--- src/rtl/cpu_controller.sv ---
// Instruction sequencer for the 5-bit-address accumulator CPU: 8-phase cycle per instruction.
// Strobes are combinational from phase, opcode, zero and the halted flag; HLT parks the phase at 4.
module cpu_controller (
  input  logic       clk,
  input  logic       rst,
  input  logic [2:0] opcode,
  input  logic       zero,
  output logic       sel,
  output logic       rd,
  output logic       ld_ir,
  output logic       ld_ac,
  output logic       inc_pc,
  output logic       ld_pc,
  output logic       wr,
  output logic       data_e,
  output logic       halt,
  output logic [2:0] phase
);

  typedef enum logic [2:0] {
    INST_ADDR  = 3'd0,
    INST_FETCH = 3'd1,
    INST_LOAD  = 3'd2,
    IDLE       = 3'd3,
    OP_ADDR    = 3'd4,
    OP_FETCH   = 3'd5,
    ALU_OP     = 3'd6,
    STORE      = 3'd7
  } phase_e;

  localparam logic [2:0] OP_HLT = 3'd0;
  localparam logic [2:0] OP_SKZ = 3'd1;
  localparam logic [2:0] OP_ADD = 3'd2;
  localparam logic [2:0] OP_AND = 3'd3;
  localparam logic [2:0] OP_XOR = 3'd4;
  localparam logic [2:0] OP_LDA = 3'd5;
  localparam logic [2:0] OP_STO = 3'd6;
  localparam logic [2:0] OP_JMP = 3'd7;

  phase_e r_phase;
  phase_e w_phase_nxt;
  logic   r_halted;
  logic   w_halted_nxt;
  logic   w_aluop;
  logic   w_skz;
  logic   w_sto;
  logic   w_jmp;

  assign w_aluop = (opcode == OP_ADD) || (opcode == OP_AND) ||
                   (opcode == OP_XOR) || (opcode == OP_LDA);
  assign w_skz   = (opcode == OP_SKZ);
  assign w_sto   = (opcode == OP_STO);
  assign w_jmp   = (opcode == OP_JMP);
  assign phase   = r_phase;

  always_ff @(posedge clk or posedge rst) begin
    if (rst) begin
      r_phase  <= INST_ADDR;
      r_halted <= 1'b0;
    end else begin
      r_phase  <= w_phase_nxt;
      r_halted <= w_halted_nxt;
    end
  end

  always_comb begin
    w_phase_nxt  = r_phase;
    w_halted_nxt = r_halted;
    sel    = 1'b0;
    rd     = 1'b0;
    ld_ir  = 1'b0;
    ld_ac  = 1'b0;
    inc_pc = 1'b0;
    ld_pc  = 1'b0;
    wr     = 1'b0;
    data_e = 1'b0;
    halt   = 1'b0;
    if (r_halted) begin
      halt = 1'b1;
    end else begin
      w_phase_nxt = phase_e'(r_phase + 3'd1);
      case (r_phase)
        INST_ADDR: sel = 1'b1;
        INST_FETCH: begin
          sel = 1'b1;
          rd  = 1'b1;
        end
        INST_LOAD, IDLE: begin
          sel   = 1'b1;
          rd    = 1'b1;
          ld_ir = 1'b1;
        end
        OP_ADDR: begin
          // PC steps past the instruction here, even for HLT
          inc_pc = 1'b1;
          if (opcode == OP_HLT) begin
            halt         = 1'b1;
            w_halted_nxt = 1'b1;
            w_phase_nxt  = OP_ADDR;
          end
        end
        OP_FETCH: rd = w_aluop;
        ALU_OP: begin
          rd     = w_aluop;
          inc_pc = w_skz & zero;
          ld_pc  = w_jmp;
          data_e = w_sto;
        end
        STORE: begin
          rd     = w_aluop;
          ld_ac  = w_aluop;
          ld_pc  = w_jmp;
          wr     = w_sto;
          data_e = w_sto;
        end
        default: ;
      endcase
    end
  end

endmodule
--- config.mk ---
export PLATFORM = sky130hd
export DESIGN_NAME = cpu_controller
export DESIGN_NICKNAME = d
export VERILOG_FILES = /design/src/rtl/cpu_controller.sv
export SDC_FILE = /design/constraint.sdc
export NUM_CORES = 1
export LEC_CHECK = 0
export CAP_MARGIN = 25
export CORE_AREA = 3 3 40 42
export DETAILED_ROUTE_END_ITERATION = 8
export DIE_AREA = 0 0 43 45
export PLACE_DENSITY_LB_ADDON = 0.12
export SYNTH_ARGS = -nofsm -noshare
export SYNTH_HDL_FRONTEND = slang
export SYNTH_SLANG_ARGS = --single-unit
export TNS_END_PERCENT = 20
--- constraint.sdc ---
create_clock -name clk -period 1.65 [get_ports clk]
set_clock_uncertainty 0.15 [all_clocks]
set_input_delay 0.33 -clock clk [delete_from_list [all_inputs] [get_ports clk]]
set_output_delay 0.33 -clock clk [all_outputs]
set_load 0.1 [all_outputs]
Word-level counts from Yosys, hierarchy flattened:

Cells that the tools add are included.

* output and inout port bits: 12
* register bits after elaboration: 4
* bits of input ports: 6
* logic and storage cells: 49

* add/subtract/negate cells: 1
* multiplexer cells: 21
* reductions and logical operators: 10
* bitwise operators: 1
* eq/ne operators: 14

Operators with widths (count)
* == test 3 bit, second input constant: 8
* two-way mux 1 bit: 17
* == test 3 x 2 -> 1 bit, second input constant: 4
* == test 3 x 1 -> 1 bit, second input constant: 2
* logical NOT 3 bit: 2
* two-way mux 3 bit: 2
* OR reduction 3 bit: 2
* case mux 1 bit (2 select lines): 2
* OR reduction 2 bit: 2
* OR reduction 4 bit: 1
* adder 3 x 1 -> 3 bit, second input constant: 1
* logical OR 1 bit: 3
* AND 1 bit: 1

Logic depth before layout (Yosys ltp):

Gate-level depths: netlist of run 1.

* depth after elaboration: 6
* depth in mapped cells: 5

Worst setup path before layout of run 1:

Ideal clock, no wire load.

* path type: register to output
* from: register r_phase[0] (netlist: phase[0])
* to: output data_e
* cell stages (with the launch flop): 5
* data required time: 1.170 ns
* data arrival time: 4.426 ns
* setup slack: -3.256 ns
* path through: dfrtp_1 > ha_1 > ha_1 > a21oi_1 > nor4_1

* longest elaborated chain between the ends: 4

Ends and longest elaborated chain
* start, declared: line 40 `phase_e r_phase;`
* start signal, assigned: line 61 `r_phase <= w_phase_nxt;`
* == test 3 bit: line 82 `case (r_phase)`
* OR reduction 2 bit (no source line) (*)
* two-way mux 1 bit (*): line 82
* two-way mux 1 bit (*): line 78 `if (r_halted) begin`
* end, declared: line 15 `output logic data_e,`

Every way passes the cells marked *; elsewhere a longest branch is shown, timed or not.

Worst setup path in the final report of run 1:

* from: register r_phase[1] (netlist: phase[1])
* to: output rd

* longest elaborated chain between the ends: 4

Ends and longest elaborated chain
* == test 3 bit, or another cell as far along: line 82
* OR reduction 3 bit (no source line)
* case mux 1 bit (2 select lines) (*): line 82
* two-way mux 1 bit (*): line 78
* end, declared: line 9 `output logic rd,`

Marked as above.

==> impl_metrics.py, run 1 <==
metrics = {
    "drt": {
        "routed_wl_mm": 1.27,
        "wire_per_inst_um": 13.2,
        "first_pass_iters": 3,
        "drt_iter0_drc": 1,
        "drc_errors": 0,
        "drtAntennaViolNets": 0,
        "vias": 462,
        "routed_via_density": 4.81,
    },
    "yosys": {
        "async_flop_share": 1.00,
        "synth_area_leader_cell": "dfrtp_1",
        "synth_xor_area_frac": 0.0240,
        "synth.area.top_cells": "dfrtp_1 27%, ha_1 24%, a21oi_1 6.8%, inv_1 6.2%, nor4_1 3.4%",
        "synth_area_per_cell_um2": 8.50,
        "ys.warnings.count": 0,
        "synth_top_area_frac": 0.274,
        "synth_simple_gate_area_frac": 0.175,
        "synth_fa_ha_area_frac": 0.240,
        "syn_area_um2": 365,
        "synth_mux_area_frac": 0.0308,
        "syn_inst": 43,
        "synth_ff_type": "dfrtp_1",
        "ys_top_cells_by_count": "7 x ha_1, 6 x inv_1, 5 x a21oi_1, 4 x dfrtp_1",
        "synth-edff-count": 0,
        "synth_nets": 56,
        "synth_seq_area_share": 0.274,
        "synth_seq_cells": 4,
        "ys_types": 19,
        "synth_most_common_cell": "ha_1",
        "synth_top_family_by_area": "adder cells",
        "synth_compound_area_frac": 0.182,
    },
    "critical_path": {
        "r2r_slack_ns": -0.03,
        "cp_data_arrival_time_ns": 1.67,
        "startpoint_type": "register",
        "critPathKind": "reg2out",
        "cp_data_required_time_ns": 1.17,
        "end_kind": "output pin",
        "crit_chain": "buf_6 -> ha_4 -> ha_4 -> a21oi_4 -> o32ai_4 -> buf_12",
        "critical_path.top_delay_family": "flip-flops",
        "worst-path-buf-inv": 2,
        "cp_slowest_cell": "dfrtp_4",
        "critPathMaxFanout": 3,
        "cp_slowest_stage_delay_ns": 0.50,
        "path_common_cell": "ha_4",
    },
    "cells_and_area": {
        "multiInputGateArea_um2": 459,
        "stdcell_area_mm2": 0.00108,
        "num_antenna_cells": 0,
        "drive_above_1_share": 0.753,
        "final_nets": 95,
        "n_fill_cell": 71,
        "final-seq-area_um2": 111,
        "area_delta_synth_final_pct": 197,
    },
    "clock_tree": {
        "clk_pin_slew_ns": 0.04,
        "htreeDepth": 1,
        "cts_root_buf": "clkbuf_4",
        "cts_tree": "yes",
        "worstSkewPairLatency_ns": 0.24,
        "clockBufferDepth": 2,
        "numCtsBuffers": 3,
        "ctsHoldBuffers": 0,
        "cts_sinks": 4,
    },
    "die": {
        "fp.dieW_um": 43,
        "core_area_mm2": 0.00128,
        "die_h_um": 45,
        "start_util": 0.284,
        "rows": 13,
        "dieArea_mm2": 0.00194,
        "io_pins": 18,
    },
    "placed_design": {
        "dpl-instance-area_um2": 930,
        "hpwl_um": 896,
        "portBuffers": 17,
        "place_congestion": 0.719,
    },
    "timing": {
        "grt_setup_unrepaired": "true",
        "min_period_over_period": 1.30,
        "fin_hold_ws_ns": 0.119,
        "tightest_slew_ns": 0.277,
        "fmax_mhz": 465,
        "finalCriticalPeriod_ns": 2.15,
        "setup_viol": 11,
        "hold_viol_final": 0,
        "fin_ws_ns": -0.500,
        "slew-limit-headroom": 0.815,
        "slew_viol_final": 0,
    },
    "grt": {
        "top_usage_layer": "met2",
        "gr-total-overflow": 0,
        "grt_pass1_vias": 517,
        "grt_use_met2": 0.299,
        "grt_usage": 0.157,
        "antenna_found_initial": 0,
        "grtUsageMet3": 0.0279,
        "grt_max_degree": 7,
        "met1_usage": 0.168,
        "grt_pass1_wl_mm": 2.25,
    },
    "run_status": {
        "violations": "negative setup slack",
        "status": "finished, violations left",
    },
    "min_path": {
        "min_path_type": "in2async",
    },
    "run": {
        "drv_cap": 0,
    },
}
-- what timing repair did --
action,4_1_cts,5_1_grt
setup buffers,3,0
gates resized for setup,19,5
setup endpoints to repair,10,13
pin swaps,8,3
-- metal layers --
layer / wire length, um / share of wire
met3: 82 / 0.065
met5: 0 / 0
met2: 673 / 0.53
met4: 8 / 0.0063
met1: 503 / 0.40
-- worst paths after layout --
check | from | to | depth (start not counted)
min | rst | phase[1] | 2
max in group asynchronous | rst | phase[0] | 2
min reg2reg | r_halted | phase[2] | 2
max | phase[1] | rd | 6
max reg2reg | phase[1] | phase[2] | 7
min in group clk | r_halted | phase[2] | 2
-- stage by stage --
stage / std cells / TNS [ns] / worst slack [ns] / util
after floorplan: 43 / -8.52 / -0.952 / -
after global placement: 90 / -2.97 / -0.484 / 0.723
after detailed placement: 90 / -2.99 / -0.490 / 0.723
after CTS: 96 / -4.29 / -0.505 / 0.824
after global routing: 96 / -4.81 / -0.553 / 0.843
final: 96 / -4.15 / -0.500 / 0.843
-- state kept, by name, summed over array words and instances, names as in the netlist --
signal,flops
phase,3
r_halted,1
-- layout make-up --
class | count | share of cell area
inverters | 6 | 0.0254
flip-flops and latches | 4 | 0.103
multi-input cells | 32 | 0.424
clock buffers | 4 | 0.0242
repair buffers | 35 | 0.406
well taps | 15 | 0.0173
-- placed cells by master, fill, tap and decap left out, drive strengths merged --
cell type	count
clkdlybuf4s50	5
a41o	1
nand2	3
nor2	3
inv	6
clkbuf	4
a41oi	1
mux2	1
dfrtp	4
or3	1
ha	7
xnor2	1
o21ai	1
nor4	2
nor3	2
o32ai	1
a2bb2oi	1
nand2b	1
a21oi	5
buf	30
or2	1
-- kinds of logic (layout without fill, tap and decap cells) --
family / after synthesis / after routing
multiplexers: 1 / 1
flip-flops: 4 / 4
buffers and inverters: 7 / 45
XOR/XNOR: 1 / 1
AO/OA/AOI/OAI: 10 / 10
AND/OR/NAND/NOR: 13 / 13
adder cells (fa/ha/maj): 7 / 7
Power of run 1 is not shown: default switching activity piles up to over one toggle a cycle in this logic, so the estimate is an artifact.
==> inputs of run 2 (changes only) <==
CORE_AREA = 2 2 39 41   (was 3 3 40 42)
DIE_AREA = 0 0 41 43   (was 0 0 43 45)
==> run 2 against run 1 <==
  * The run still ends with negative setup slack left
  * Global-route usage is 1.9 points higher
  * Sequential cell count stayed put
  * Final area is 2.1% higher
  * Largest cell class unchanged
==> impl_metrics.py, run 2 (synthesis results as in run 1) <==
metrics = {
    "run_status": {
        "status": "finished, violations left",
        "violations": "negative setup slack",
    },
    "timing": {
        "fmax_mhz": 469,
        "grt_setup_unrepaired": "true",
        "slew_viol_final": 0,
        "slew-limit-headroom": 0.810,
        "fin_ws_ns": -0.483,
        "hold_viol_final": 0,
        "finalCriticalPeriod_ns": 2.13,
        "min_period_over_period": 1.29,
        "setup_viol": 10,
        "tightest_slew_ns": 0.283,
    },
    "cells_and_area": {
        "multiInputGateArea_um2": 463,
        "area_delta_synth_final_pct": 203,
        "final_common_cell": "buf_12",
        "num_antenna_cells": 0,
        "n_fill_cell": 78,
        "final_nets": 95,
        "final_cell_mix": "12 x buf_12, 10 x buf_4, 8 x buf_6, 6 x ha_4",
        "drive_above_1_share": 0.753,
        "largest_reg_flops": 3,
        "final-seq-area_um2": 111,
    },
    "placed_design": {
        "hpwl_um": 953,
        "place_congestion": 0.674,
        "dpl_worst_slack_ns": -0.512,
        "portBuffers": 17,
    },
    "grt": {
        "grt_usage": 0.176,
        "grt_pass1_wl_mm": 2.13,
        "grt_max_degree": 7,
        "grt_pass1_vias": 531,
        "antenna_found_initial": 0,
        "gr-total-overflow": 0,
    },
    "critical_path": {
        "r2r-end": "phase[2]",
        "cp_data_required_time_ns": 1.17,
        "cp_data_arrival_time_ns": 1.65,
        "end_kind": "output pin",
        "critPathKind": "reg2out",
        "critPathMaxFanout": 3,
        "r2r-start": "phase[1]",
        "startpoint_type": "register",
        "r2r_slack_ns": 0.02,
        "reg2reg_depth": 6,
    },
    "die": {
        "die_h_um": 43,
        "dieArea_mm2": 0.00176,
        "core_area_mm2": 0.00138,
        "start_util": 0.264,
        "rows": 14,
        "fp.dieW_um": 41,
        "io_pins": 18,
    },
    "drt": {
        "routed_wl_mm": 1.24,
        "drc_errors": 0,
        "first_pass_iters": 1,
        "vias": 461,
        "drtAntennaViolNets": 0,
        "drt_iter0_drc": 0,
        "wire_per_inst_um": 12.8,
        "routed_via_density": 4.75,
    },
    "clock_tree": {
        "cts_tree": "yes",
        "clockBufferDepth": 2,
        "numCtsBuffers": 3,
        "cts_sinks": 4,
        "htreeDepth": 1,
        "cts_root_buf": "clkbuf_4",
        "worstSkewPairLatency_ns": 0.24,
        "clk_pin_slew_ns": 0.04,
    },
    "min_path": {
        "min_path_type": "in2async",
    },
    "run": {
        "drv_cap": 0,
    },
}
## run 2: repair_timing
action | 4_1_cts | 5_1_grt
buffers inserted | 1 | 0
resized for setup | 18 | 12
hold buffers | 0 | 0
endpoints found under the hold margin | 0 | 0
cloned | 0 | 0
endpoints found under the setup margin | 11 | 13
pin swaps | 6 | 4
## run 2: how the worst max path moves through the flow
stage          startpoint  endpoint  slack (ns)
2_1_floorplan    phase[1]    data_e       -0.95
3_3_place_gp    opcode[1]        rd       -0.50
3_5_place_dp    opcode[1]        rd       -0.51
4_1_cts          phase[0]        rd       -0.51
5_1_grt          phase[0]     ld_pc       -0.55
6_report         phase[1]        rd       -0.48
## run 2: metrics by stage
step           std cells  cell area (um^2)  setup TNS, ns  hold slack (ns)  utilization
4_1_cts               97              1050          -4.32            0.113        0.759
3_3_place_gp          93               946          -3.56            0.372        0.684
3_5_place_dp          93               946          -3.70            0.370        0.684
6_report              97              1110          -4.06            0.115        0.799
2_1_floorplan         43               505          -8.52          -0.0539            -
5_1_grt               97              1110          -4.68            0.150        0.799
## run 2: critical path, cell delays in order (launching register included)
cell	delay (ns)
dfrtp_4	0.50
ha_4	0.18
or2_4	0.27
a21oi_4	0.17
o32ai_4	0.11
buf_12	0.18
## run 2: layout make-up
class / count / share of cell area
Timing Repair Buffer: 35 / 0.414
Sequential cell: 4 / 0.101
Tap cell: 16 / 0.0181
Inverter: 6 / 0.0249
Multi-Input combinational cell: 32 / 0.419
Clock buffer: 4 / 0.0238
## run 2: routing by layer
| metal | part of all wire | track usage |
|---|---|---|
| met5 | 0 | 0 |
| met4 | 0.011 | 0.120 |
| met3 | 0.075 | 0.0471 |
| met2 | 0.55 | 0.281 |
| met1 | 0.36 | 0.188 |
Power of run 2 is left out for the same reason.
==> inputs of run 3 (changes only) <==
DONT_BUFFER_PORTS = 1   (was not set)
==> run 3 against run 2 <==
  * The run still ends with negative setup slack left
  * Global-route usage down 1.1 points
  * Core utilization decreased by 12 points
  * Count of clock-buffer cells in the layout unchanged
  * Routed wire length increased by 1.1%
  * Worst setup slack lost 0.0064 ns
  * First-iteration DRC count grew 4
  * Cell count is 10% lower
  * Non-clock buffer count down 10
==> impl_metrics.py, run 3 (synthesis results as in run 1) <==
metrics = {
    "grt": {
        "grt_usage": 0.165,
        "grt_pass1_vias": 457,
        "grt_max_degree": 7,
        "grt_pass1_wl_mm": 1.93,
        "antenna_found_initial": 0,
        "gr-total-overflow": 0,
    },
    "critical_path": {
        "cp_data_arrival_time_ns": 1.66,
        "r2r_slack_ns": -0.01,
        "cp_data_required_time_ns": 1.17,
        "r2r-start": "phase[0]",
        "end_kind": "output pin",
        "startpoint_type": "register",
        "critPathMaxFanout": 3,
        "reg2reg_depth": 6,
        "r2r-end": "phase[2]",
        "critPathKind": "reg2out",
    },
    "run": {
        "drv_cap": 0,
    },
    "drt": {
        "routed_wl_mm": 1.25,
        "routed_via_density": 4.89,
        "vias": 425,
        "drc_errors": 0,
        "wire_per_inst_um": 14.4,
        "drtAntennaViolNets": 0,
        "drt_iter0_drc": 4,
        "first_pass_iters": 4,
    },
    "die": {
        "die_h_um": 43,
        "fp.dieW_um": 41,
        "io_pins": 18,
        "rows": 14,
        "dieArea_mm2": 0.00176,
        "core_area_mm2": 0.00138,
        "start_util": 0.264,
    },
    "cells_and_area": {
        "postLayoutCoreUtil": 0.681,
        "final-seq-area_um2": 111,
        "stdcell_area_um2": 942,
        "num_antenna_cells": 0,
        "largest_reg_flops": 3,
        "drive_above_1_share": 0.761,
        "stdcell_count": 87,
        "multiInputGateArea_um2": 443,
        "final_nets": 85,
        "area_delta_synth_final_pct": 158,
        "final_common_cell": "buf_4",
        "n_fill_cell": 105,
        "final_cell_mix": "12 x buf_4, 9 x buf_12, 6 x ha_4, 4 x inv_1",
    },
    "clock_tree": {
        "cts_sinks": 4,
        "clockBufferDepth": 2,
        "cts_tree": "yes",
        "clk_pin_slew_ns": 0.04,
        "worstSkewPairLatency_ns": 0.24,
        "cts_root_buf": "clkbuf_4",
        "numCtsBuffers": 3,
        "htreeDepth": 1,
    },
    "timing": {
        "slew-limit-headroom": 0.800,
        "min_period_over_period": 1.30,
        "fmax_mhz": 467,
        "grt_setup_unrepaired": "true",
        "finalCriticalPeriod_ns": 2.14,
        "hold_viol_final": 0,
        "slew_viol_final": 0,
        "fin_ws_ns": -0.490,
        "tightest_slew_ns": 0.297,
        "setup_viol": 10,
        "fin_hold_ws_ns": 0.264,
    },
    "run_status": {
        "violations": "negative setup slack",
        "status": "finished, violations left",
    },
    "placed_design": {
        "dp.cells": 81,
        "dpl-instance-area_um2": 806,
        "hpwl_um": 955,
        "portBuffers": 0,
        "place_congestion": 0.790,
    },
    "min_path": {
        "min_path_type": "in2async",
    },
}
-- run 3: cell count changes in the layout (fill, tap and decap cells not counted), sizes merged --
cell	before	now
buf	30	24
clkdlybuf4s50	4	0
dlygate4sd3	0	1
dlymetal6s2s	1	0
-- run 3: layer usage --
layer,up-vias,share of wire,GRT usage,wire [um]
met5,-,0,0,0
met4,0,0,0.0600,0
met3,0,0.070,0.0419,88
met2,16,0.61,0.306,760
met1,203,0.32,0.160,401
li1,206,-,-,-
-- run 3: through the flow --
step | setup TNS, ns | setup WS (ns)
6_report | -4.08 | -0.490
5_1_grt | -4.69 | -0.563
4_1_cts | -4.20 | -0.508
2_1_floorplan | -8.52 | -0.952
3_5_place_dp | -2.05 | -0.360
3_3_place_gp | -1.79 | -0.328
-- run 3: cell type report --
cell class              count  share of cell area
repair buffers             25               0.333
well taps                  16              0.0212
flip-flops and latches      4               0.118
multi-input cells          32               0.470
clock buffers               4              0.0279
inverters                   6              0.0292
-- run 3: critical path, stage by stage, from the launching register on --
cell and delay, ns:
dfrtp_4 0.45, buf_6 0.12, ha_4 0.15, ha_4 0.17, a21oi_4 0.05, nor4_4 0.26
buf_12 0.21
-- run 3: how the worst max path moves through the flow --
stage	slack, ns	to	from	depth (start not counted)
after global placement	-0.33	rd	phase[0]	5
after detailed placement	-0.36	rd	phase[1]	6
after CTS	-0.51	rd	phase[0]	6
after global routing	-0.56	data_e	phase[1]	6
final	-0.49	ld_pc	phase[1]	6
after floorplan	-0.95	data_e	phase[1]	4
-- run 3: repair_timing --
| item | 4_1_cts | 5_1_grt |
|---|---|---|
| pin swaps | 5 | 2 |
| endpoints found under the hold margin | 4 | 0 |
| hold buffers | 1 | 0 |
| gates resized for setup | 20 | 1 |
| setup endpoints to repair | 11 | 11 |
| buffers inserted | 2 | 0 |
Power of run 3 is left out for the same reason.
